$ cat src/rtl/pwm_deadtime_gen.sv
// Complementary high/low gate-pair generator with programmable dead time and latched fault shutdown.
// Optional pwm_in glitch filter enabled by defining DDS_PWM_GLITCH_FILTER_EN.
module pwm_deadtime_gen #(
  parameter int unsigned DT_WIDTH      = 8,
  parameter int unsigned GLITCH_CYCLES = 3
) (
  input  logic                clk,
  input  logic                reset,
  input  logic                enable,
  input  logic                pwm_in,
  input  logic [DT_WIDTH-1:0] dead_time,
  input  logic                fault,
  input  logic                fault_clr,
  output logic                gate_hi,
  output logic                gate_lo,
  output logic                fault_latched,
  output logic                in_deadtime
);

  typedef enum logic [2:0] {
    S_OFF   = 3'd0,
    S_HI    = 3'd1,
    S_LO    = 3'd2,
    S_DT_HL = 3'd3,
    S_DT_LH = 3'd4
  } state_t;

  state_t              state;
  logic                pwm_q;
  logic [DT_WIDTH-1:0] count;
  logic [DT_WIDTH-1:0] dt_load_c;

  // Counter preload is D-1 where D = max(dead_time, 1), so a zero request still gives one dead cycle
  assign dt_load_c = (dead_time == '0) ? '0 : dead_time - DT_WIDTH'(1);

`ifdef DDS_PWM_GLITCH_FILTER_EN
  localparam int unsigned HIST_W = GLITCH_CYCLES - 1;

  logic [HIST_W-1:0] hist;
  logic [HIST_W:0]   window_c;

  assign window_c = {hist, pwm_in};

  // pwm_q follows pwm_in only once the last GLITCH_CYCLES samples all agree
  always_ff @(posedge clk) begin
    if (reset) begin
      hist  <= '0;
      pwm_q <= 1'b0;
    end else begin
      hist <= window_c[HIST_W-1:0];
      if ((&window_c) || !(|window_c)) begin
        pwm_q <= pwm_in;
      end
    end
  end
`else
  // Single retiming stage for the comparator output
  always_ff @(posedge clk) begin
    if (reset) begin
      pwm_q <= 1'b0;
    end else begin
      pwm_q <= pwm_in;
    end
  end
`endif

  // Gate FSM; outputs are written alongside the state so they are glitch-free flops
  always_ff @(posedge clk) begin
    if (reset) begin
      state         <= S_OFF;
      gate_hi       <= 1'b0;
      gate_lo       <= 1'b0;
      fault_latched <= 1'b0;
      in_deadtime   <= 1'b0;
      count         <= '0;
    end else begin
      if (fault) begin
        fault_latched <= 1'b1;
      end else if (fault_clr) begin
        fault_latched <= 1'b0;
      end

      if (fault || !enable) begin
        // Both gates low is always safe, so shutdown skips the dead-time interval
        state       <= S_OFF;
        gate_hi     <= 1'b0;
        gate_lo     <= 1'b0;
        in_deadtime <= 1'b0;
        count       <= '0;
      end else begin
        unique case (state)
          S_OFF: begin
            gate_hi <= 1'b0;
            gate_lo <= 1'b0;
            if (!fault_latched) begin
              state       <= pwm_q ? S_DT_LH : S_DT_HL;
              in_deadtime <= 1'b1;
              count       <= dt_load_c;
            end
          end
          S_HI: begin
            if (!pwm_q) begin
              state       <= S_DT_HL;
              gate_hi     <= 1'b0;
              in_deadtime <= 1'b1;
              count       <= dt_load_c;
            end
          end
          S_LO: begin
            if (pwm_q) begin
              state       <= S_DT_LH;
              gate_lo     <= 1'b0;
              in_deadtime <= 1'b1;
              count       <= dt_load_c;
            end
          end
          S_DT_HL, S_DT_LH: begin
            // Exit target is whatever pwm_q says on the expiry cycle
            if (count == '0) begin
              state       <= pwm_q ? S_HI : S_LO;
              gate_hi     <= pwm_q;
              gate_lo     <= !pwm_q;
              in_deadtime <= 1'b0;
            end else begin
              count <= count - DT_WIDTH'(1);
            end
          end
          default: begin
            state       <= S_OFF;
            gate_hi     <= 1'b0;
            gate_lo     <= 1'b0;
            in_deadtime <= 1'b0;
            count       <= '0;
          end
        endcase
      end
    end
  end

endmodule

$ cat config.mk
export PLATFORM = sky130hd
export DESIGN_NAME = pwm_deadtime_gen
export DESIGN_NICKNAME = d
export VERILOG_FILES = /design/src/rtl/pwm_deadtime_gen.sv
export SDC_FILE = /design/constraint.sdc
export NUM_CORES = 1
export LEC_CHECK = 0
export ABC_AREA = 1
export ABC_CLOCK_PERIOD_IN_PS = 2280
export BUFFER_PORTS_ARGS = -buffer_cell sky130_fd_sc_hd__buf_2
export CAP_MARGIN = 10
export CORE_MARGIN = 1
export CORE_UTILIZATION = 60
export CTS_BUF_LIST = sky130_fd_sc_hd__clkbuf_16
export CTS_CLUSTER_SIZE = 12
export DETAILED_ROUTE_END_ITERATION = 10
export PLACE_DENSITY = 0.83
export SYNTH_ARGS = -nofsm -noshare
export SYNTH_HDL_FRONTEND = slang
export SYNTH_SLANG_ARGS = --single-unit
$ cat constraint.sdc
create_clock -name clk -period 2.28 [get_ports clk]
set_input_delay 0.456 -clock clk [delete_from_list [all_inputs] [get_ports clk]]
set_output_delay 0.456 -clock clk [all_outputs]
set_load 0.005 [all_outputs]
==> results.py <==
metrics = {
    "finish": {
        "antenna_cells": 0,
        "seq_area_um2": 320.3,
        "nFillCells": 165,
        "final_net_count": 231,
        "final_cell_area_um2": 1394,
        "drive_gt1_share_pct": 19.43,
        "area_delta_synth_final_pct": 15.56,
        "multi_input_area_um2": 765.7,
    },
    "placed_design": {
        "place_ws_ps": 666.5,
        "dpl.hpwl_um": 1984,
        "io_buffers": 17,
        "placedInstanceArea_um2": 1319,
        "gp_congestion": 0.9728,
    },
    "power": {
        "ir_drop_mv": 0.4990,
        "power.density_nw_per_um2": 587.4,
        "power_leakage_nw": 0.6920,
        "total_power_mw": 0.8188,
    },
    "drt": {
        "drt_pre_antenna_iters": 4,
        "wl_per_cell_um": 11.11,
        "ant_nets": 0,
        "drc": 0,
        "via_per_inst": 5.254,
        "drtIter0Drc": 36,
        "drt_wl_total_um": 2622,
        "vias": 1240,
    },
    "synthesis": {
        "post_synth.cell_area_avg_um2": 6.282,
        "synth-compound-area-share_pct": 13.28,
        "ys_seq_area_share_pct": 26.56,
        "synthTopCellsByArea": "dfxtp_1, nand2_1, nor2_1",
        "syn_nets": 210,
        "synth_mux_area_share_pct": 0,
        "synth_top_family_by_area": "simple AND/OR/NAND/NOR gates",
        "synth_fa_ha_area_share_pct": 4.149,
        "synth_top_area_share_pct": 26.56,
        "synth-xor-area-share_pct": 1.452,
        "synth_area_leader_cell": "dfxtp_1",
        "ys_types": 27,
        "syn_area_um2": 1206,
        "ys_ff_latch": 16,
        "synthSimpleGateAreaFrac_pct": 44.61,
        "syn_inst": 192,
        "synth_warnings": 0,
    },
    "cts": {
        "cts_inserted_buffers": 3,
        "cts_root_buf": "clkbuf_16",
        "cts_tree": "done",
        "htree_levels": 1,
        "post_cts_buffers": 0,
        "cts_hold_buf": 0,
        "clock_path_buffers": 2,
        "clkTransAtPathRegs_ps": 50,
        "clk_latency_ps": 240,
        "cts_resized": 0,
        "cts_sinks": 16,
    },
    "global_routing": {
        "grt_overflow": 0,
        "grt_pass1_wl_um": 4077,
        "grtUsageTotal_pct": 25.63,
        "grt_max_degree": 12,
        "grt_pass1_vias": 1067,
        "antenna_found_initial": 0,
    },
    "die": {
        "rows": 15,
        "fp.coreArea_um2": 1802,
        "die_x_um": 46.84,
        "io_pins": 18,
        "dieArea_um2": 2194,
        "start_util_pct": 66.94,
        "fp.dieH_um": 46.84,
    },
    "hold_path": {
        "hold_class": "in -> reg",
    },
    "sta": {
        "slew_headroom_pct": 68.02,
        "period_minus_slack_ps": 1452,
        "setup_viol": 0,
        "final-max-slew-violation-count": 0,
        "post-route-period-util_pct": 63.66,
        "fin_tns_setup_ps": 0,
        "worst_slack_ps": 828.5,
        "hold_viol_final": 0,
        "clock.fmax_mhz": 688.9,
        "tightestPinTransition_ps": 479.2,
        "skew_ps": 1.625,
        "rsz0062_at_grt": "no",
        "holdWs_ps": 399.1,
    },
    "critical_path": {
        "crit_path_top_delay_cell": "dfxtp_1",
        "start_kind": "flip-flop",
        "critPathTopFamily": "simple AND/OR/NAND/NOR gates",
        "path_max_fanout": 9,
        "critPathBufInv": 3,
        "crit_chain": "inv_1, ha_1, inv_1, nor2_1, nand2_2, nor2_4, nor2_8, inv_4, nand2_1, a21oi_2",
        "critPathKind": "reg -> reg",
        "cp_common_cell": "inv_1",
        "slowest_delay_ps": 320,
        "crit_arrival_ps": 1620,
        "required_ps": 2450,
        "critical_path.endpoint_type": "flip-flop",
    },
    "flow_run": {
        "maxCapViolCount": 0,
    },
    "status": {
        "status": "complete, no violations",
    },
}
through the flow:
step	utilization [%]	cells
after floorplan	-	192
after global placement	73.19	233
after detailed placement	73.19	233
after CTS	77.36	236
after global routing	77.36	236
final	77.36	236
cell usage in the layout (no fill, tap or decap), types with 4 or more instances in the layout:
| cell | n |
|---|---|
| o21ai_1 | 5 |
| dfxtp_1 | 16 |
| a21oi_2 | 6 |
| a21oi_1 | 8 |
| nand3_1 | 20 |
| o21ai_0 | 7 |
| buf_2 | 17 |
| nand2_1 | 49 |
| inv_1 | 23 |
| ha_1 | 4 |
| nor2_1 | 28 |
sequential cells by signal, indices dropped and copies added, names as in the netlist:
name           count
in_deadtime        1
gate_lo            1
gate_hi            1
pwm_q              1
state              3
count              8
fault_latched      1
layer usage:
metal	up-vias	part of all wire [%]	global-route usage (%)
li1	652	-	-
met1	550	43	28.21
met2	38	51	51.39
met3	0	5.3	4.615
met4	0	0	3.429
met5	-	0	0
Yosys cell counts:
master,n
inv_1,23
inv_4,2
nand2_1,49
ha_1,4
nor2_4,2
xnor2_1,1
o21ai_1,5
nor2_1,28
a21o_1,1
clkinv_2,2
nand2_2,2
clkbuf_1,1
nand3b_1,1
inv_2,1
nor3_1,2
o21ai_0,7
a21oi_2,6
nand3_4,1
nand4_1,3
nand2_4,3
xor2_1,1
clkinv_1,1
a21oi_1,8
dfxtp_1,16
nor2_8,1
nand3_1,20
nor2_2,1
layout make-up:
class	instances	share of cell area, %
tap	25	2.244
inverter	29	8.348
timing repair buffer	17	6.104
multi-input combinational	146	54.94
sequential	16	22.98
clock buffer	3	5.386
worst paths after layout:
check / to / slack [ps] / from / depth (start not counted)
worst min-delay path: pwm_q$_SDFF_PP0_ / 400 / reset / 2
worst max register to register: count[6]$_SDFFE_PP0P_ / 830 / count[0]$_SDFFE_PP0P_ / 10
worst max-delay path: count[6]$_SDFFE_PP0P_ / 830 / count[0]$_SDFFE_PP0P_ / 10
worst min register to register: in_deadtime$_SDFFE_PP0P_ / 460 / in_deadtime$_SDFFE_PP0P_ / 2
kinds of logic (layout without fill, tap and decap cells):
| family | after synthesis | after routing |
|---|---|---|
| compound gates | 27 | 27 |
| xor+xnor | 2 | 2 |
| fa+ha+maj | 4 | 4 |
| buf+inv | 30 | 49 |
| flops | 16 | 16 |
| simple gates | 113 | 113 |
report_power, final:
group / total [mW] / internal [mW] / leakage [nW] / switching (mW)
logic: 0.187 / 0.0675 / 0.525 / 0.120
registers: 0.303 / 0.291 / 0.130 / 0.0118
clock network: 0.329 / 0.230 / 0.0370 / 0.0995
(Power assumes the default switching activity.)
